--- src/rtl/conn_pkg.sv ---
// conn_pkg: shared command/state encodings for the connection request arbiter.
package conn_pkg;
    localparam int DEF_NUM_CLIENTS = 4;

    typedef enum logic [1:0] {
        CMD_IDLE = 2'b00,
        CMD_CONN = 2'b01,
        CMD_DISC = 2'b10
    } cmd_t;

    typedef enum logic [1:0] {
        IDLE,
        ISSUE,
        SETTLE
    } arb_state_t;
endpackage

--- src/rtl/rr_arbiter.sv ---
// rr_arbiter: combinational round-robin pick, searching upward from ptr with wraparound.
module rr_arbiter #(
    parameter int N = 4
) (
    input  logic [N-1:0]         req,
    input  logic [$clog2(N)-1:0] ptr,
    output logic                 any_req,
    output logic [$clog2(N)-1:0] grant
);
    localparam int IW = $clog2(N);

    logic [IW-1:0] k;

    assign any_req = |req;

    // Scan from the farthest offset down so the nearest request to ptr wins last.
    always_comb begin
        grant = '0;
        k     = '0;
        for (int i = N - 1; i >= 0; i--) begin
            k = IW'((int'(ptr) + i) % N);
            if (req[k]) grant = k;
        end
    end
endmodule

--- src/rtl/conn_req_arbiter.sv ---
// conn_req_arbiter: serialises client connect/disconnect requests into the server command stream.
// WAIT_TIMEOUT_EN drops connects that stay blocked by srv_full for TIMEOUT_CYCLES idle cycles.
module conn_req_arbiter
    import conn_pkg::*;
#(
    parameter int NUM_CLIENTS    = DEF_NUM_CLIENTS,
    parameter int TIMEOUT_CYCLES = 8
) (
    input  logic                           clk,
    input  logic                           rst_n,
    input  logic [NUM_CLIENTS-1:0]         req_conn,
    input  logic [NUM_CLIENTS-1:0]         req_disc,
    input  logic                           srv_full,
    output logic [1:0]                     cmd,
    output logic                           grant_valid,
    output logic [$clog2(NUM_CLIENTS)-1:0] grant_id,
    output logic                           grant_is_disc,
    output logic [NUM_CLIENTS-1:0]         connected,
    output logic                           busy,
    output logic                           reject_valid,
    output logic [$clog2(NUM_CLIENTS)-1:0] reject_id
);
    localparam int N  = NUM_CLIENTS;
    localparam int IW = $clog2(N);

    typedef logic [N-1:0]  vec_t;
    typedef logic [IW-1:0] id_t;

    arb_state_t state, state_n;
    cmd_t       cmd_q, cmd_n;
    vec_t       pend_conn, pend_disc, pend_conn_n, pend_disc_n, connected_n;
    vec_t       set_conn, set_disc, cancel;
    id_t        ptr_conn, ptr_disc, ptr_conn_n, ptr_disc_n, g_conn, g_disc, grant_id_n;
    logic       any_conn, any_disc, grant_valid_n, grant_is_disc_n;

    function automatic id_t nxt(input id_t g);
        return (g == id_t'(N - 1)) ? '0 : g + 1'b1;
    endfunction

    rr_arbiter #(.N(N)) u_disc (
        .req    (pend_disc),
        .ptr    (ptr_disc),
        .any_req(any_disc),
        .grant  (g_disc)
    );

    rr_arbiter #(.N(N)) u_conn (
        .req    (pend_conn),
        .ptr    (ptr_conn),
        .any_req(any_conn),
        .grant  (g_conn)
    );

    // A simultaneous conn+disc on an unconnected client keeps the connect, so no cancel then.
    assign set_conn = req_conn & ~connected & ~pend_conn;
    assign set_disc = req_disc & connected;
    assign cancel   = req_disc & ~req_conn & ~connected;
    assign cmd      = cmd_q;
    assign busy     = (state != IDLE) | (|pend_conn) | (|pend_disc);

`ifdef WAIT_TIMEOUT_EN
    localparam int CW = $clog2(TIMEOUT_CYCLES + 1);

    logic [CW-1:0] cnt, cnt_n;
    logic          reject_valid_n;
    id_t           reject_id_n;
    logic          blocked;

    assign blocked = (state == IDLE) && any_conn && srv_full && !any_disc;
`else
    logic unused_timeout;

    assign reject_valid   = 1'b0;
    assign reject_id      = '0;
    assign unused_timeout = ^TIMEOUT_CYCLES;
`endif

    always_comb begin
        state_n         = state;
        cmd_n           = CMD_IDLE;
        grant_valid_n   = 1'b0;
        grant_id_n      = grant_id;
        grant_is_disc_n = grant_is_disc;
        pend_conn_n     = (pend_conn & ~cancel) | set_conn;
        pend_disc_n     = pend_disc | set_disc;
        connected_n     = connected;
        ptr_conn_n      = ptr_conn;
        ptr_disc_n      = ptr_disc;
`ifdef WAIT_TIMEOUT_EN
        cnt_n          = '0;
        reject_valid_n = 1'b0;
        reject_id_n    = reject_id;
        if (blocked) begin
            if (cnt == CW'(TIMEOUT_CYCLES - 1)) begin
                pend_conn_n[g_conn] = 1'b0;
                reject_valid_n      = 1'b1;
                reject_id_n         = g_conn;
                ptr_conn_n          = nxt(g_conn);
            end else begin
                cnt_n = cnt + 1'b1;
            end
        end
`endif
        case (state)
            IDLE: begin
                if (any_disc) begin
                    state_n         = ISSUE;
                    cmd_n           = CMD_DISC;
                    grant_valid_n   = 1'b1;
                    grant_id_n      = g_disc;
                    grant_is_disc_n = 1'b1;
                    ptr_disc_n      = nxt(g_disc);
                end else if (any_conn && !srv_full) begin
                    state_n         = ISSUE;
                    cmd_n           = CMD_CONN;
                    grant_valid_n   = 1'b1;
                    grant_id_n      = g_conn;
                    grant_is_disc_n = 1'b0;
                    ptr_conn_n      = nxt(g_conn);
                end
            end
            ISSUE: begin
                state_n = SETTLE;
                if (grant_is_disc) begin
                    pend_disc_n[grant_id] = 1'b0;
                    connected_n[grant_id] = 1'b0;
                end else begin
                    pend_conn_n[grant_id] = 1'b0;
                    connected_n[grant_id] = 1'b1;
                end
            end
            SETTLE:  state_n = IDLE;
            default: state_n = IDLE;
        endcase
    end

    always_ff @(posedge clk or negedge rst_n) begin
        if (!rst_n) begin
            state         <= IDLE;
            cmd_q         <= CMD_IDLE;
            grant_valid   <= 1'b0;
            grant_id      <= '0;
            grant_is_disc <= 1'b0;
            pend_conn     <= '0;
            pend_disc     <= '0;
            connected     <= '0;
            ptr_conn      <= '0;
            ptr_disc      <= '0;
`ifdef WAIT_TIMEOUT_EN
            cnt           <= '0;
            reject_valid  <= 1'b0;
            reject_id     <= '0;
`endif
        end else begin
            state         <= state_n;
            cmd_q         <= cmd_n;
            grant_valid   <= grant_valid_n;
            grant_id      <= grant_id_n;
            grant_is_disc <= grant_is_disc_n;
            pend_conn     <= pend_conn_n;
            pend_disc     <= pend_disc_n;
            connected     <= connected_n;
            ptr_conn      <= ptr_conn_n;
            ptr_disc      <= ptr_disc_n;
`ifdef WAIT_TIMEOUT_EN
            cnt           <= cnt_n;
            reject_valid  <= reject_valid_n;
            reject_id     <= reject_id_n;
`endif
        end
    end
endmodule

--- config.mk ---
export PLATFORM = sky130hd
export DESIGN_NAME = conn_req_arbiter
export DESIGN_NICKNAME = d
export VERILOG_FILES = /design/src/rtl/conn_pkg.sv /design/src/rtl/rr_arbiter.sv /design/src/rtl/conn_req_arbiter.sv
export SDC_FILE = /design/constraint.sdc
export NUM_CORES = 1
export LEC_CHECK = 0
export CAP_MARGIN = 10
export CORE_ASPECT_RATIO = 0.8
export CORE_MARGIN = 2
export CORE_UTILIZATION = 38
export CTS_BUF_LIST = sky130_fd_sc_hd__clkbuf_4
export DETAILED_ROUTE_END_ITERATION = 8
export HOLD_SLACK_MARGIN = 0.12
export PLACE_DENSITY = 0.59
export SYNTH_ARGS = -nofsm -noshare
export SYNTH_HDL_FRONTEND = slang
export SYNTH_SLANG_ARGS = --single-unit
--- constraint.sdc ---
create_clock -name clk -period 4 [get_ports clk]
set_input_delay 0.4 -clock clk [delete_from_list [all_inputs] [get_ports clk]]
set_output_delay 0.4 -clock clk [all_outputs]
set_load 0.01 [all_outputs]
==> metrics list, run 1 <==
- After layout, the minimum clock period comes to 2.53 ns.
- Most common flop cell mapped by yosys: dfrtp_1
* Setup slack after placement: 1.83 ns
* DIE AREA: between 0.003 and 0.004 mm2
- The final layout contains 173 nets.
- Max-cap viol count: 0
* Global routing usage on met3: under 10%
- In the final routed layout, each cell accounts on average for 14.1 um.
- CTS placed an instance of clkbuf_4 at the clock tree root.
- Dividing total power by cell area gives a power density of around 770 mW/mm2.
* EDFF count, synth: 0
- The worst path meets setup with 1.47 ns of slack.
- Data arrival time of the critical path: roughly 2.1 ns
- Peak supply drop: 0.000327 V
* Actual slew at the worst max-slew pin: 1.10 ns
* Number of sinks handled by clock tree synthesis: 24
* Chip Height: 55.9 um
* Distinct cell type count after synthesis: 35
* Resized cells post-CTS: 0
* WS Path Type: flip-flop to primary output
- Antenna violations before repair: 0
* Fraction of final layout cells with drive strength greater than 1: around 5.6%
* Number of flip-flops and latches in the synthesized netlist: 24
- The flow ran to the end, and the final reports show no timing, DRC or antenna violations.
* Cell count after synthesis: 143
- The worst path uses around 63% of the clock period.
- Netlist area before placement: 0.00128 mm2
- Final GP Congestion: 0.836
* Quantity of hold-fixing buffers added after cts: 0
- Number of endpoints failing setup at the final stage: 0
- Counting flops with an async set or reset pin after synthesis yields a share of 100%.
- For the worst setup path, the data required time is 3.60 ns.
- Mean post-synth cell area: around 9.0 um2
* Area of the placeable core: 0.00315 mm2
- Total of fill cells in the finished design: 314
- The floorplan has 18 rows.
- For this configuration, the core starts out at a cell density of 40.6%.
* DRC violations left: 0
- Type of destination of the critical path: primary output
- During synthesis, Yosys emitted a total of 0 warnings.
- The via count of the first global-routing pass was 995.
- The first global-routing pass estimated 4.66 mm of wire.
- Leading cell types by count after synthesis: dfrtp_1, a21oi_1, nand2_1, nor2_1, inv_1
- Inserted Clock Buffers: 3
* Total via count after detailed routing: 1063
- The largest total area in the synthesized netlist belongs to dfrtp_1.
* Most common cell in the synthesized netlist: dfrtp_1
* Growth of design area from synthesis to finish: 19.5%
- Worst-Skew Late Latency: 0.32 ns
- Number of hold-slack violations in the final timing report: 0
* Drt first-iter violations: 62
- Main area contributors after synthesis: dfrtp_1, a21oi_1, nand2_1
* Placed Cells: 197
* Count of placed standard cells in the final layout, fillers left out: 201
- Highest attainable clock frequency: 0.395 GHz
- Largest net degree at the start of global routing: 25
- H-tree lvl count: 1
* Clock tree from TritonCTS: done
- Clock transition time at the flip-flop clock pins of the worst setup and hold paths: 0.13 ns
- Counting along the longest clock path gives a buffer depth of 2.
- During I/O placement, the number of pins put on the boundary was 25.
- Summed over all nets, the half-perimeter wirelength after detailed placement is 2.14 mm.
- Buffers inserted by post-CTS timing repair: 0
- Between clock sinks in the finished design, the worst skew comes to 0.0130 ns.
- Measured against its own limit, the worst slew margin works out to 26.5%.
- Count of nets left with antenna violations after detail routing: 0
* Global-route congestion overflow total: 0
* N_diodes: 0
- Summed over all layers, the routed wires come to 2.84 mm.
- STA classifies the critical path startpoint as a flip-flop.
- The floorplan step set the die width to 68.9 um.
- After routing, the total negative slack on setup checks comes to 0 ns.
* CP max FO: 8
- In the global route stage, overall resource usage came out at 16.2%.
- Via density per instance: 5.29
- Busiest layer in global routing: met2
- Setup repair after global routing left no endpoint under its margin.
- The analysis attributes to cell leakage a power of 0.651 nW.
- For met2 alone, demand over resource in global routing was 24.3%.
* First-pass detailed-route iteration total: 4
* Port-buffer cells: 21
- Met1 Usage GRT: 23.1%
* Hold Crit Class: flip-flop to flip-flop
- Final slew viol count: 0
- After synthesis, flip-flops and latches occupy 46.9% of the total area.
- The top cell type by area accounts for ~47% of the synthesized area.
where the power goes:
part           switching (mW)  total, mW  internal, mW  leakage, nW
sequential              0.175      0.527         0.352        0.281
combinational           0.274      0.550         0.276        0.355
clock                  0.0708      0.107        0.0365       0.0154
total                   0.520       1.18         0.664        0.651
critical path: stages (launching register included):
cell and delay, ns:
dfrtp_1 0.49, or4_4 0.57, nor3_2 0.15, nand2_1 0.08, clkdlybuf4s50_1 0.52
stage by stage:
stage	hold WS (ns)	power [mW]	utilization, %	area (um2)
2_1_floorplan	0.104	0.883	-	1290
3_3_place_gp	0.547	1.07	47.7	1500
3_5_place_dp	0.547	1.08	47.7	1500
4_1_cts	0.591	1.19	48.5	1530
5_1_grt	0.608	1.30	48.5	1530
6_report	0.593	1.18	48.5	1530
cell families (layout without fill, tap and decap cells):
family                    after synthesis  in the layout  synth area share (%)
muxes                                   4              4                  3.52
buffers and inverters                  19             35                  6.45
AOI/OAI and AO/OA                      49             49                  23.3
other                                   1              3                 0.293
DFF                                    24             24                  46.9
and+or+nand+nor                        45             45                  18.9
xor gates and xnor gates                1              1                 0.684
placed cells by master, fill, tap and decap left out, types with 2 or more instances in the layout:
cell type        count
mux2i_1              3
conb_1               3
a21boi_0             4
o21ai_0              7
clkbuf_4             3
nand2b_1             5
a21o_1               2
nor2_1              11
nand2_1             11
inv_1               10
nor2b_1              4
clkdlybuf4s50_1     21
a221oi_1             2
dfrtp_1             24
nor3_1               6
a21oi_1             22
o22ai_1              4
final cells by class:
cell class,instances,area [um2],area share [%]
well taps,40,50.0,3.27
clock buffers,3,22.5,1.47
multi-input cells,102,604,39.5
repair buffers,21,210,13.7
clock inverters,1,3.75,0.245
flip-flops and latches,24,601,39.3
inverters,10,37.5,2.45
worst paths after layout:
path                            slack, ns      endpoint         start  cells past startpoint
worst min register to register       0.59     flip-flop     flip-flop                      1
worst max register to register       1.95     flip-flop  pend_disc[1]                      5
min in group asynchronous            0.66  pend_disc[3]         rst_n                      1
worst max-delay path                 1.47          busy  pend_disc[1]                      4
max in group asynchronous            2.68     async pin         rst_n                      1
worst min-delay path                 0.59     flip-flop     flip-flop                      1
layer usage:
metal	vias up	part of all wire [%]
met3	4	5.9
met4	0	0.81
met1	488	50
met5	-	0
li1	531	-
met2	40	44
Note: power is estimated with default switching activity, not from simulation.
==> run 2, diff against run 1 <==
==> constraint.sdc (replaced) <==
create_clock -name clk -period 2.5 [get_ports clk]
set_input_delay 0.25 -clock clk [delete_from_list [all_inputs] [get_ports clk]]
set_output_delay 0.25 -clock clk [all_outputs]
set_load 0.01 [all_outputs]
==> run 2 against run 1 <==
Via count increased by 3.7%; register-to-register slack lost 1.5 ns; worst hold slack worse by 0.30 ns; clock power rose by 51%; non-clock buffer count grew 2; sequential share of layout area fell by 0.29 points; cell area increased by 0.74%; clock skew down 0.010 ns; flip-flop and latch count is the same; setup slack worse by 1.3 ns; final cell count is 0.50% higher.
==> metrics list, run 2 (same netlist as run 1, synthesis figures left out) <==
- Result of the run: finished, final reports clean
* Busiest layer in global routing: met1
- Worst-path cell chain: or4_4 -> nor3_2 -> nand2_1 -> clkdlybuf4s50_1
- Fraction of final layout cells with drive strength greater than 1: 6.79% (+1.2 points)
- The slack of the critical path is 0.177 ns (-1.29 ns).
- The first-pass GRT wire length is 4.77 mm (+2.5%).
- Buffer type at the clock tree root: clkbuf_4
- The cell area after placement was 0.00152 mm2 (+1.0%).
* Growth of design area from synthesis to finish: 20.3%
* Buffer depth of the longest clock path: 2 (unchanged)
* Number of sinks handled by clock tree synthesis: 24 (unchanged)
* Final GP Congestion: 0.875 (+4.6%)
- Layout net count: 175 (+1.2%)
* Clock transition time at the flip-flop clock pins of the worst setup and hold paths: 0.12 ns (about the same)
- The number of max-slew violations in the final report came to 0 (unchanged).
- The setup-violating endpoint count in the final report is 0 (unchanged).
- Effective utilization at floorplan: 40.6% (unchanged)
- Std-Cell Rows: 18 (unchanged)
* Crit path largest cell delay: 0.57 ns (about the same)
* Buffers inserted by post-CTS timing repair: 0 (unchanged)
- The number of filler cells placed in the layout was 301 (-4.1%).
- The max-cap check violation count came to 0 (unchanged).
- The clock latency at the later pin of the worst-skew pair came to 0.31 ns (about the same).
* DIE AREA: 0.00385 mm2 (unchanged)
* Number of hold-slack violations in the final timing report: 0 (unchanged)
- Hold Crit Class: input pin to async pin
- The die span in y came to 55.9 um (unchanged).
- The met3 routing resource usage after global routing was 5.47% (+0.61 points).
* Port-buffer cells: 21 (unchanged)
- Routed length per placed instance: 14.3 um (+1.2%)
* Highest attainable clock frequency: 0.431 GHz
- Family with the most delay on the worst path: simple AND/OR/NAND/NOR gates
* Total area of multi-input combinational cells: 604 um2 (unchanged)
- The critical path in this run is classified as flip-flop to primary output.
- DP Wirelength: 2.12 mm (-0.72%)
- Commonest non-fill, non-tap cell in the layout: dfrtp_1
* Total track usage: 16.4% (+0.12 points)
- The routed wire length was 2.89 mm (+1.7%).
- Number of buffer and inverter stages on the critical path: 1 (unchanged)
* Unrepaired setup endpoints after global routing: no
* Quantity of hold-fixing buffers added after cts: 0 (unchanged)
- The critical path data required time came to 2.25 ns (-1.35 ns).
- N_diodes: 0 (unchanged)
- Worst-path cell with the longest stage delay: or4_4
* Inserted Clock Buffers: 3 (unchanged)
- Area of the placeable core: 0.00315 mm2 (unchanged)
- The die extent in x was 68.9 um (unchanged).
* Largest net degree at the start of global routing: 25 (unchanged)
* Power density relative to cell area: 1240 mW/mm2 (+59%)
- The largest fanout on the critical path was 8 (unchanged).
- Antenna violations before repair: 0 (unchanged)
* Peak supply drop: 0.000483 V (+48%)
- Actual slew at the worst max-slew pin: 0.539 ns (-0.560 ns)
- The H-tree level count came to 1 (unchanged).
- Overall power: 1.90 mW (+61%)
- Post-route clock period utilization: a little over 90%
- Via density per instance: 5.46 (+3.2%)
- Clock skew after layout: 0.00293 ns (-0.0101 ns)
* Met2 usage in global routing: 22.9% (-1.4 points)
* Setup TNS: 0 ns (unchanged)
* Count of nets left with antenna violations after detail routing: 0 (unchanged)
- In the layout the commonest cells are dfrtp_1, a21oi_1, clkdlybuf4s50_1, nand2_1, nor2_1.
* Resized cells post-CTS: 0 (unchanged)
- Type of destination of the critical path: primary output
* Via count of the first global-routing pass: 1052 (+5.7%)
- DRC violations left: 0 (unchanged)
- Category of the worst setup path launch point: flip-flop
* Drt first-iter violations: 81 (+31%)
- TritonCTS built the clock tree.
* Leak pwr: 0.660 nW (+1.3%)
* Setup slack after placement: 0.500 ns (-1.33 ns)
- The headroom to the max-slew limit was 64.0% (+37 points).
* Data arrival time of the critical path: 2.07 ns (-0.06 ns)
- First-pass detailed-route iteration total: 4 (unchanged)
- Met1 Usage GRT: 23.9% (+0.77 points)
- Post-layout instance area: 0.00154 mm2 (+0.74%)
- The vias after detailed routing is 1102 (+3.7%).
* Fin crit period: between 2 and 2.5 ns
- The total congestion overflow is 0 (unchanged).
- Register area: 601 um2 (unchanged)
- The number of primary I/O pins came to 25 (unchanged).
## run 2: cell count changes in the layout (fill, tap and decap cells not counted), sizes merged
| cell | before | now |
|---|---|---|
| buf | 0 | 2 |
| clkinv | 1 | 0 |
## run 2: stage by stage
step                      hold WS, ns  instances  util [%]
final                           0.291        202      48.8
after global routing            0.303        202      48.8
after CTS                       0.293        202      48.8
after detailed placement        0.538        199      48.1
after global placement          0.536        199      48.1
after floorplan               -0.0456        145         -
## run 2: area by class of cell
| cell class | count | area share [%] |
|---|---|---|
| clock buffers | 3 | 1.46 |
| repair buffers | 23 | 14.6 |
| multi-input cells | 102 | 39.2 |
| inverters | 10 | 2.44 |
| well taps | 40 | 3.25 |
| flip-flops and latches | 24 | 39.0 |
## run 2: power breakdown
| part | switching, mW | total, mW | internal, mW |
|---|---|---|---|
| clock | 0.106 | 0.162 | 0.0563 |
| sequential | 0.291 | 0.855 | 0.563 |
| combinational | 0.441 | 0.886 | 0.445 |
| total | 0.839 | 1.90 | 1.06 |
## run 2: layer usage
metal | up-vias | routed length [um]
met5 | - | 0
met4 | 0 | 18
met3 | 4 | 223
met2 | 50 | 1250
met1 | 511 | 1400
li1 | 537 | -
## run 2: final timing paths
kind,start,endpoint,slack [ns],cells after the start
worst max-delay path,pend_disc[1],busy,0.18,4
min in group clk,req_conn[3],pend_conn[3],0.51,3
worst max register to register,pend_disc[1],flip-flop,0.48,5
max in group asynchronous,rst_n,async pin,1.97,2
worst min-delay path,rst_n,grant_is_disc,0.29,2
worst min register to register,flip-flop,flip-flop,0.58,1
